<file path="src/rtl/csr_pkg.sv">
`default_nettype none
// +----------------------------------------------------------------------+
// | csr_pkg : shared types and constants for the CSR counter block       |
// | Revision: 1.0                                                        |
// +----------------------------------------------------------------------+
package csr_pkg;

    typedef enum logic [1:0] {
        CSR_READ = 2'b00,
        CSR_RW   = 2'b01,
        CSR_RS   = 2'b10,
        CSR_RC   = 2'b11
    } csr_op_e;

    typedef enum logic [1:0] {
        ST_IDLE   = 2'd0,
        ST_ACCESS = 2'd1,
        ST_COMMIT = 2'd2
    } csr_state_e;

    localparam logic [11:0] C_ADDR_MCYCLE    = 12'hB00;
    localparam logic [11:0] C_ADDR_MCYCLEH   = 12'hB80;
    localparam logic [11:0] C_ADDR_MINSTRET  = 12'hB02;
    localparam logic [11:0] C_ADDR_MINSTRETH = 12'hB82;
    localparam logic [11:0] C_ADDR_MCOUNTINH = 12'h320;
    localparam logic [11:0] C_ADDR_CYCLE     = 12'hC00;
    localparam logic [11:0] C_ADDR_CYCLEH    = 12'hC80;
    localparam logic [11:0] C_ADDR_INSTRET   = 12'hC02;
    localparam logic [11:0] C_ADDR_INSTRETH  = 12'hC82;

    localparam int C_INH_CY = 0;
    localparam int C_INH_IR = 2;

    // Set/clear with a zero mask is a pure read and never modifies state.
    function automatic logic is_write(input csr_op_e op, input logic [31:0] wdata);
        return (op == CSR_RW) || ((op != CSR_READ) && (wdata != 32'd0));
    endfunction

endpackage
`default_nettype wire

</file>
<file path="src/rtl/csr_cnt64.sv">
`default_nettype none
// +----------------------------------------------------------------------+
// | csr_cnt64 : 64-bit counter with independently writable halves        |
// | Revision: 1.0                                                        |
// +----------------------------------------------------------------------+
module csr_cnt64 (
    input  logic        clk,
    input  logic        rst_n,
    input  logic        inc,
    input  logic        wr_lo,
    input  logic        wr_hi,
    input  logic [31:0] wdata,
    output logic [63:0] cnt
);

    logic [63:0] cnt_q;

    // A write takes priority and swallows that cycle's increment (no carry).
    always_ff @(posedge clk or negedge rst_n) begin
        if (!rst_n) begin
            cnt_q <= '0;
        end else if (wr_lo) begin
            cnt_q <= {cnt_q[63:32], wdata};
        end else if (wr_hi) begin
            cnt_q <= {wdata, cnt_q[31:0]};
        end else if (inc) begin
            cnt_q <= cnt_q + 64'd1;
        end
    end

    assign cnt = cnt_q;

endmodule
`default_nettype wire

</file>
<file path="src/rtl/csr_counter_wr.sv">
`default_nettype none
// +----------------------------------------------------------------------+
// | csr_counter_wr : mcycle/minstret/mcountinhibit CSRs, 3-phase access  |
// | Revision: 1.0                                                        |
// +----------------------------------------------------------------------+
module csr_counter_wr
    import csr_pkg::*;
#(
    parameter int CNT_W = 64
) (
    input  logic        clk,
    input  logic        rst_n,
    input  logic        csr_req,
    output logic        csr_ready,
    input  logic [11:0] csr_addr,
    input  logic [1:0]  csr_op,
    input  logic [31:0] csr_wdata,
    input  logic        retire,
    output logic        csr_rvalid,
    output logic [31:0] csr_rdata,
    output logic        csr_illegal
);

    logic [CNT_W-1:0] cycle_cnt;
    logic [CNT_W-1:0] instret_cnt;

    csr_state_e  state_q;
    logic [11:0] addr_q;
    csr_op_e     op_q;
    logic [31:0] wdata_q;
    logic [31:0] new_q;
    logic        wr_q;
    logic        rvalid_q;
    logic        illegal_q;
    logic [31:0] rdata_q;
    logic        ready_q;
    logic        inh_cy_q;
    logic        inh_ir_q;

    logic [31:0] old_d;
    logic [31:0] new_d;
    logic        legal_d;
    logic        ro_d;
    logic        illegal_d;
    logic        wr_d;

    always_comb begin
        old_d   = '0;
        legal_d = 1'b1;
        ro_d    = 1'b0;
        case (addr_q)
            C_ADDR_MCYCLE:    old_d = cycle_cnt[31:0];
            C_ADDR_MCYCLEH:   old_d = cycle_cnt[63:32];
            C_ADDR_MINSTRET:  old_d = instret_cnt[31:0];
            C_ADDR_MINSTRETH: old_d = instret_cnt[63:32];
            C_ADDR_MCOUNTINH: begin
                old_d[C_INH_CY] = inh_cy_q;
                old_d[C_INH_IR] = inh_ir_q;
            end
            C_ADDR_CYCLE:     begin old_d = cycle_cnt[31:0];    ro_d = 1'b1; end
            C_ADDR_CYCLEH:    begin old_d = cycle_cnt[63:32];   ro_d = 1'b1; end
            C_ADDR_INSTRET:   begin old_d = instret_cnt[31:0];  ro_d = 1'b1; end
            C_ADDR_INSTRETH:  begin old_d = instret_cnt[63:32]; ro_d = 1'b1; end
            default:          legal_d = 1'b0;
        endcase

        case (op_q)
            CSR_RW:  new_d = wdata_q;
            CSR_RS:  new_d = old_d | wdata_q;
            CSR_RC:  new_d = old_d & ~wdata_q;
            default: new_d = old_d;
        endcase

        illegal_d = !legal_d || (ro_d && is_write(op_q, wdata_q));
        wr_d      = !illegal_d && is_write(op_q, wdata_q);
    end

    logic commit_wr;
    assign commit_wr = (state_q == ST_COMMIT) && wr_q;

    csr_cnt64 u_cycle (
        .clk   (clk),
        .rst_n (rst_n),
        .inc   (!inh_cy_q),
        .wr_lo (commit_wr && (addr_q == C_ADDR_MCYCLE)),
        .wr_hi (commit_wr && (addr_q == C_ADDR_MCYCLEH)),
        .wdata (new_q),
        .cnt   (cycle_cnt)
    );

    csr_cnt64 u_instret (
        .clk   (clk),
        .rst_n (rst_n),
        .inc   (retire && !inh_ir_q),
        .wr_lo (commit_wr && (addr_q == C_ADDR_MINSTRET)),
        .wr_hi (commit_wr && (addr_q == C_ADDR_MINSTRETH)),
        .wdata (new_q),
        .cnt   (instret_cnt)
    );

    always_ff @(posedge clk or negedge rst_n) begin
        if (!rst_n) begin
            state_q   <= ST_IDLE;
            addr_q    <= '0;
            op_q      <= CSR_READ;
            wdata_q   <= '0;
            new_q     <= '0;
            wr_q      <= 1'b0;
            rvalid_q  <= 1'b0;
            illegal_q <= 1'b0;
            rdata_q   <= '0;
            ready_q   <= 1'b1;
            inh_cy_q  <= 1'b0;
            inh_ir_q  <= 1'b0;
        end else begin
            case (state_q)
                ST_IDLE: begin
                    if (csr_req) begin
                        addr_q  <= csr_addr;
                        op_q    <= csr_op_e'(csr_op);
                        wdata_q <= csr_wdata;
                        ready_q <= 1'b0;
                        state_q <= ST_ACCESS;
                    end
                end
                ST_ACCESS: begin
                    new_q     <= new_d;
                    wr_q      <= wr_d;
                    illegal_q <= illegal_d;
                    rdata_q   <= illegal_d ? 32'd0 : old_d;
                    rvalid_q  <= 1'b1;
                    state_q   <= ST_COMMIT;
                end
                ST_COMMIT: begin
                    // Inhibit bits take effect from the cycle after COMMIT.
                    if (wr_q && (addr_q == C_ADDR_MCOUNTINH)) begin
                        inh_cy_q <= new_q[C_INH_CY];
                        inh_ir_q <= new_q[C_INH_IR];
                    end
                    wr_q      <= 1'b0;
                    rvalid_q  <= 1'b0;
                    illegal_q <= 1'b0;
                    rdata_q   <= '0;
                    ready_q   <= 1'b1;
                    state_q   <= ST_IDLE;
                end
                default: begin
                    ready_q <= 1'b1;
                    state_q <= ST_IDLE;
                end
            endcase
        end
    end

    assign csr_ready   = ready_q;
    assign csr_rvalid  = rvalid_q;
    assign csr_rdata   = rdata_q;
    assign csr_illegal = illegal_q;

endmodule
`default_nettype wire

</file>
<file path="config.mk">
export PLATFORM = sky130hd
export DESIGN_NAME = csr_counter_wr
export DESIGN_NICKNAME = d
export VERILOG_FILES = /design/src/rtl/csr_pkg.sv /design/src/rtl/csr_cnt64.sv /design/src/rtl/csr_counter_wr.sv
export SDC_FILE = /design/constraint.sdc
export NUM_CORES = 1
export LEC_CHECK = 0
export CORE_MARGIN = 2
export CORE_UTILIZATION = 40
export DETAILED_ROUTE_END_ITERATION = 12
export HOLD_SLACK_MARGIN = 0.02
export SYNTH_ARGS = -nofsm -noshare
export SYNTH_HDL_FRONTEND = slang
export SYNTH_SLANG_ARGS = --single-unit
</file>
<file path="constraint.sdc">
create_clock -name clk -period 7 [get_ports clk]
set_input_delay 0.7 -clock clk [delete_from_list [all_inputs] [get_ports clk]]
set_output_delay 0.7 -clock clk [all_outputs]
set_load 0.01 [all_outputs]
</file>
# Yosys cells after proc, flatten, opt, wreduce, memory -nomap -nowiden
# Index checks and enable logic that the tools add are counted.
# W data, S select, Z words.
word_totals:
  elab_cells: 99
  output_inout_bits: 35
  inputBits: 50
  reg_bits: 246
op_classes:
  reduce_logical: 34
  bitwise: 6
  eq_ne: 19
  add_sub_neg: 2
  muxes: 22
ops:
  columns: ["cell", "count"]
  rows:
  - ["$mux W64", 4]
  - ["$add A64 B1 Y64 const B", 2]
  - ["$pmux W29 S4", 1]
  - ["$eq A12 B12 Y1 const B", 8]
  - ["$mux W32", 3]
  - ["$pmux W32 S3", 1]
  - ["$pmux W32 S2", 1]
  - ["$and A32 B32 Y32", 1]
  - ["$not A32 Y32", 1]
  - ["$or A32 B32 Y32", 1]
  - ["$reduce_bool A32 Y1", 1]
  - ["$reduce_and A2 Y1", 7]
  - ["$eq A12 B10 Y1 const B", 1]
  - ["$logic_and A1 B1 Y1", 10]
  - ["$pmux W1 S5", 2]
  - ["$reduce_or A9 Y1", 1]
  - ["$ne A2 B1 Y1 const B", 4]
  - ["$pmux W1 S2", 4]
  - ["$reduce_bool A2 Y1", 4]
  - ["$reduce_or A2 Y1", 4]
  - ["$eq A2 B2 Y1 const B", 3]
  - ["$eq A2 B1 Y1 const B", 2]
  - ["$pmux W1 S4", 1]
  - ["$pmux W2 S2", 1]
  - ["other kinds (8)", 15]

# Logic depth before layout (Yosys ltp)
depth:
  ltp_word: 8
  depth_mapped: 10

# By module
# A second synthesis with hierarchy kept.
unflattened:
  cells_unflattened: 1591
  area_unflattened_um2: 14752.9
by_module_without_submodules:
  columns: ["mod", "cells_each", "area_each_um2", "instances"]
  rows:
  - ["csr_counter_wr", 570, 6242.2, 1]
  - ["csr_cnt64 at u_instret", 553, 4521.8, 1]
  - ["csr_cnt64 at u_cycle", 468, 3988.8, 1]

# Worst setup path after synthesis
# Ideal clock, no wire load.
synth_timing:
  path_kind: "register -> register"
  from: "reg u_instret.cnt_q[7] (netlist: u_instret.cnt[7])"
  to: "reg u_instret.cnt_q[41] (netlist: u_instret.cnt[41])"
  path_slack_ns: 4.544
  required_ns: 6.869
  t_arrival_ns: 2.324
  path_buffers: 1
  setup_time_ns: 0.131
  path_stages_with_launch: 8
  synth_period_minus_slack_ns: 2.456
  path_cell_list: "dfrtp_1 nand4_1 or4_1 buf_6 nor4_4 nand4_1 and3_1 or3_1"
synth_via:
  elab_chain_len: 3
synth_rtl:
  columns: ["item", "line", "rtl"]
  rows:
  - ["from (decl)", "csr_cnt64.sv:16", "logic [63:0] cnt_q;"]
  - ["from (signal assigned)", "csr_cnt64.sv:23", "cnt_q <= {cnt_q[63:32], wdata};"]
  - ["from (signal assigned)", "csr_cnt64.sv:25", "cnt_q <= {wdata, cnt_q[31:0]};"]
  - ["from (signal assigned)", "csr_cnt64.sv:27", "cnt_q <= cnt_q + 64'd1;"]
  - ["$add A64 B1 Y64", "csr_cnt64.sv:27", null]
  - ["$mux W64", "csr_cnt64.sv:26", "end else if (inc) begin"]
  - ["$mux W64", "csr_cnt64.sv:24", "end else if (wr_hi) begin"]
# No other way between the ends. The select of a mux whose other input is x is not followed.
# A chain may end at the register's enable or synchronous reset.

# Worst setup path in the final report
layout_timing:
  from: "reg addr_q[7]"
  to: "reg u_instret.cnt_q[14] (netlist: u_instret.cnt[14])"
layout_via:
  elab_chain_len: 4
  word_cells_on_any_way: 8
  classes_between: "eq/ne (3); mux (1); reduce/logical (4)"
layout_rtl:
  columns: ["item", "line", "rtl"]
  rows:
  - ["from (decl)", "csr_counter_wr.sv:28", "logic [11:0] addr_q;"]
  - ["from (signal assigned)", "csr_counter_wr.sv:119", "addr_q <= csr_addr;"]
  - ["$eq A12 B12 Y1 (on tied branches)", "csr_counter_wr.sv:96, csr_counter_wr.sv:95", null]
  - ["$logic_and A1 B1 Y1 (on tied branches)", "csr_counter_wr.sv:96, csr_counter_wr.sv:95", null]
  - ["$ne A2 B1 Y1 (no source line) / $reduce_bool A2 Y1 (equally long branches)", null, null]
  - ["$reduce_and A2 Y1 (no source line)", null, null]
# Several ways; a longest one is shown, not always the timed one.

==> out/results.ini <==
[cts]
root_buffer = clkbuf_16
clock_sinks = 246
cts_setup_buffers = 0
cts_hold_buf = 0
clock_path_buffers = 3
htreeDepth = 1
insertion_delay_ns = 0.58
cts_resized = 0
cts_tree = built
cts_made_buffers = 29
clk_pin_slew_ns = 0.06

[critical_path]
critPathArrivalTime_ns = 4.34
cp.required_ns = 7.47
path_depth = 6
cp-start-kind = flip-flop
cp_top_family = simple AND/OR/NAND/NOR gates
r2r_cells = 6
cp_slowest_stage_delay_ns = 0.91
path_buf_inv = 0
cp_max_fo = 18
criticalPathCategory = flip-flop to flip-flop
crit_path_cell_trace = nor4b_1 > nand4_1 > nand2_1 > nor4_1 > xnor2_1 > o21ai_0
endpoint_kind = flip-flop
cp_slowest_cell = nor4b_1

[final_layout]
finalNetCount = 1644
utilization = 0.464
fillers = 3380
finalInstanceArea_um2 = 16400
drive_gt1_frac = 0.0839
antenna_cells = 0
area_delta_synth_final_pct = 15.0
multi_input_area_um2 = 7540
regArea_um2 = 6160

[yosys]
synth-edff-count = 0
synth_nets = 1621
synth-seq-cells = 246
syn-cell-area_um2 = 14300
ys_types = 63
synth_seq_area_share = 0.431
synthArstFlopShare = 1.00
netlist_instances = 1564
synth_ff_type = dfrtp_1
syn_avg_cell_area_um2 = 9.14
ys_warn_count = 0

[timing]
finalSetupViolCount = 0
fmax_mhz = 259
fin_tns_setup_ns = 0
slew_headroom = 0.135
finalHoldViolations = 0
rsz0062_at_grt = no
worstMarginPinSlew_ns = 1.29
slew_violations = 0
fin_worst_skew_ns = 0.0244
fin_hold_ws_ns = 0.121
fin_crit_sh = 0.552
finalCriticalPeriod_ns = 3.87

[global_route]
grt_overflow_total = 0
grtUsageMet2 = 0.403
grt_max_degree = 169
grt_usage = 0.257
grt_pass1_vias = 12000
use_met3 = 0.0389
grt_pass1_wl_um = 73300
antenna_found_initial = 0
use_met1 = 0.374
grt_busiest_layer = met2

[floorplanning]
dieArea_um2 = 37300
die-width_um = 193
core_um2 = 35400
ios = 85
start_util = 0.404
die-height_um = 193
rows = 69

[route]
antenna_left = 0
drt-pass1-iter-count = 5
drtIter0Drc = 1334
finalWirelength_um = 47300
drc = 0
vias = 12700
routedWlPerCell_um = 22.9
viasPerCell = 6.15

[power_and_ir_drop]
ir_drop_uv = 362
leakage_uw = 0.00644
power.density_nw_per_um2 = 317

[placement]
place.gp.congestion = 0.920
detailed_place_hpwl_um = 33700
place_area_um2 = 15500
port_buffers = 84

[hold_path]
hp-class = input pin to asynchronous set/reset pin

[flow_run]
drv_cap = 0

[outcome]
status = complete, no violations

## layout make-up
cell class	count	share of cell area
Timing Repair Buffer	100	0.0595
Clock inverter	13	0.00974
Tap cell	461	0.0351
Sequential cell	246	0.375
Multi-Input combinational cell	1155	0.459
Inverter	55	0.0126
Clock buffer	41	0.0493
## worst paths after layout
path / from / to / slack, ns
setup reg to reg: addr_q[7] / u_instret.cnt[14] / 3.13
hold / removal: rst_n / u_instret.cnt[13] / 0.12
setup / recovery: addr_q[7] / u_instret.cnt[14] / 3.13
hold reg to reg: csr_ready / csr_ready / 0.50
min in group clk: csr_ready / csr_ready / 0.50
max in group asynchronous: rst_n / addr_q[7] / 5.27
## per-layer routing
| layer | vias to the layer above | wire length [µm] | part of all wire |
|---|---|---|---|
| met4 | 0 | 1020 | 0.022 |
| li1 | 5840 | - | - |
| met5 | - | 0 | 0 |
| met2 | 493 | 21200 | 0.45 |
| met3 | 60 | 3680 | 0.078 |
| met1 | 6350 | 21400 | 0.45 |
## cells by family (layout without fill, tap and decap cells)
kind of cell | after synthesis | after routing | share of synthesized area
simple gates | 572 | 572 | 0.203
compound gates | 367 | 367 | 0.174
flops | 246 | 246 | 0.431
buf+inv | 163 | 209 | 0.0437
mux | 116 | 116 | 0.0855
xor+xnor | 93 | 93 | 0.0570
fa+ha+maj | 7 | 7 | 0.00613
## worst register-to-register path, stage by stage, from the launching register on
cell and delay [ns]:
dfrtp_4 0.62, nor4b_1 0.91, nand4_1 0.90, nand2_1 0.86, nor4_1 0.15, xnor2_1 0.16
o21ai_0 0.18
## state kept, by name, summed over array words and instances (netlist names), 2 cells and up
name	cells
csr_rdata	32
state_q	2
u_instret.cnt	64
wdata_q	32
addr_q	12
new_q	32
u_cycle.cnt	64
op_q	2
## report_power, final
group | leakage, µW | total, µW | internal, µW | switching (µW)
clock | 0.000475 | 1560 | 919 | 638
sequential | 0.00311 | 2260 | 1690 | 573
combinational | 0.00286 | 1400 | 682 | 715
total | 0.00644 | 5220 | 3290 | 1930
## layout by cell type, fill, tap and decap left out, types with 5 or more instances in the layout
master | netlist | layout
nand4_1 | 53 | 53
and3_1 | 19 | 19
o22a_1 | 30 | 30
inv_1 | 54 | 54
nand2b_1 | 6 | 6
and2_1 | 6 | 6
clkdlybuf4s50_1 | 0 | 83
nor2_1 | 57 | 57
or4_1 | 19 | 19
nand2_1 | 210 | 209
o41ai_1 | 9 | 9
nor4_2 | 4 | 5
dfrtp_1 | 245 | 243
xnor2_1 | 69 | 69
o22ai_1 | 45 | 45
xor2_1 | 24 | 24
clkbuf_16 | 0 | 29
o211ai_1 | 27 | 27
nor3_1 | 42 | 39
a22o_1 | 32 | 32
a211oi_1 | 7 | 7
and4_1 | 18 | 17
nor4_1 | 27 | 26
or3_1 | 12 | 12
a31oi_1 | 5 | 5
a22oi_1 | 21 | 21
mux2_2 | 49 | 49
clkinv_2 | 0 | 7
nand3_1 | 79 | 79
mux2i_1 | 67 | 66
ha_1 | 7 | 7
a21oi_1 | 61 | 61
a221o_1 | 9 | 9
clkbuf_1 | 95 | 8
buf_4 | 0 | 15
o21ai_0 | 83 | 83
## stage by stage
stage	instances	setup WS, ns	total power, µW
3_3_place_gp	2017	3.21	3620
2_1_floorplan	1564	4.54	3130
6_report	2071	3.13	5220
4_1_cts	2071	3.15	5220
5_1_grt	2071	2.93	5480
3_5_place_dp	2017	3.12	3650
## synthesized netlist by cell type (all sizes together), types with 3 or more instances
library cell / instances / area share
or4: 19 / 0.010
dfrtp: 245 / 0.43
a41o: 4 / 0.0028
inv: 54 / 0.014
a22oi: 21 / 0.011
a221o: 9 / 0.0063
nand2b: 6 / 0.0026
or3: 12 / 0.0053
a311oi: 3 / 0.0018
a31oi: 5 / 0.0022
and3: 19 / 0.0083
and2: 6 / 0.0026
a211oi: 7 / 0.0037
nor2: 57 / 0.015
a22o: 32 / 0.020
o21a: 4 / 0.0021
o22a: 30 / 0.018
mux2i: 67 / 0.047
nor3b: 3 / 0.0016
or4b: 3 / 0.0021
nor4b: 4 / 0.0025
nand2: 210 / 0.055
ha: 7 / 0.0061
nand3: 79 / 0.028
o22ai: 45 / 0.020
o41ai: 9 / 0.0055
nand4: 53 / 0.023
clkbuf: 95 / 0.025
o32ai: 4 / 0.0025
o21ai: 84 / 0.029
nor3: 42 / 0.015
buf: 13 / 0.0043
a21oi: 61 / 0.021
and4: 18 / 0.011
xnor2: 69 / 0.042
or2: 4 / 0.0018
o211ai: 27 / 0.014
a21o: 3 / 0.0016
xor2: 24 / 0.015
nor4: 32 / 0.017
a32oi: 4 / 0.0025
mux2: 49 / 0.039
Note: power is estimated with default switching activity, not from simulation.
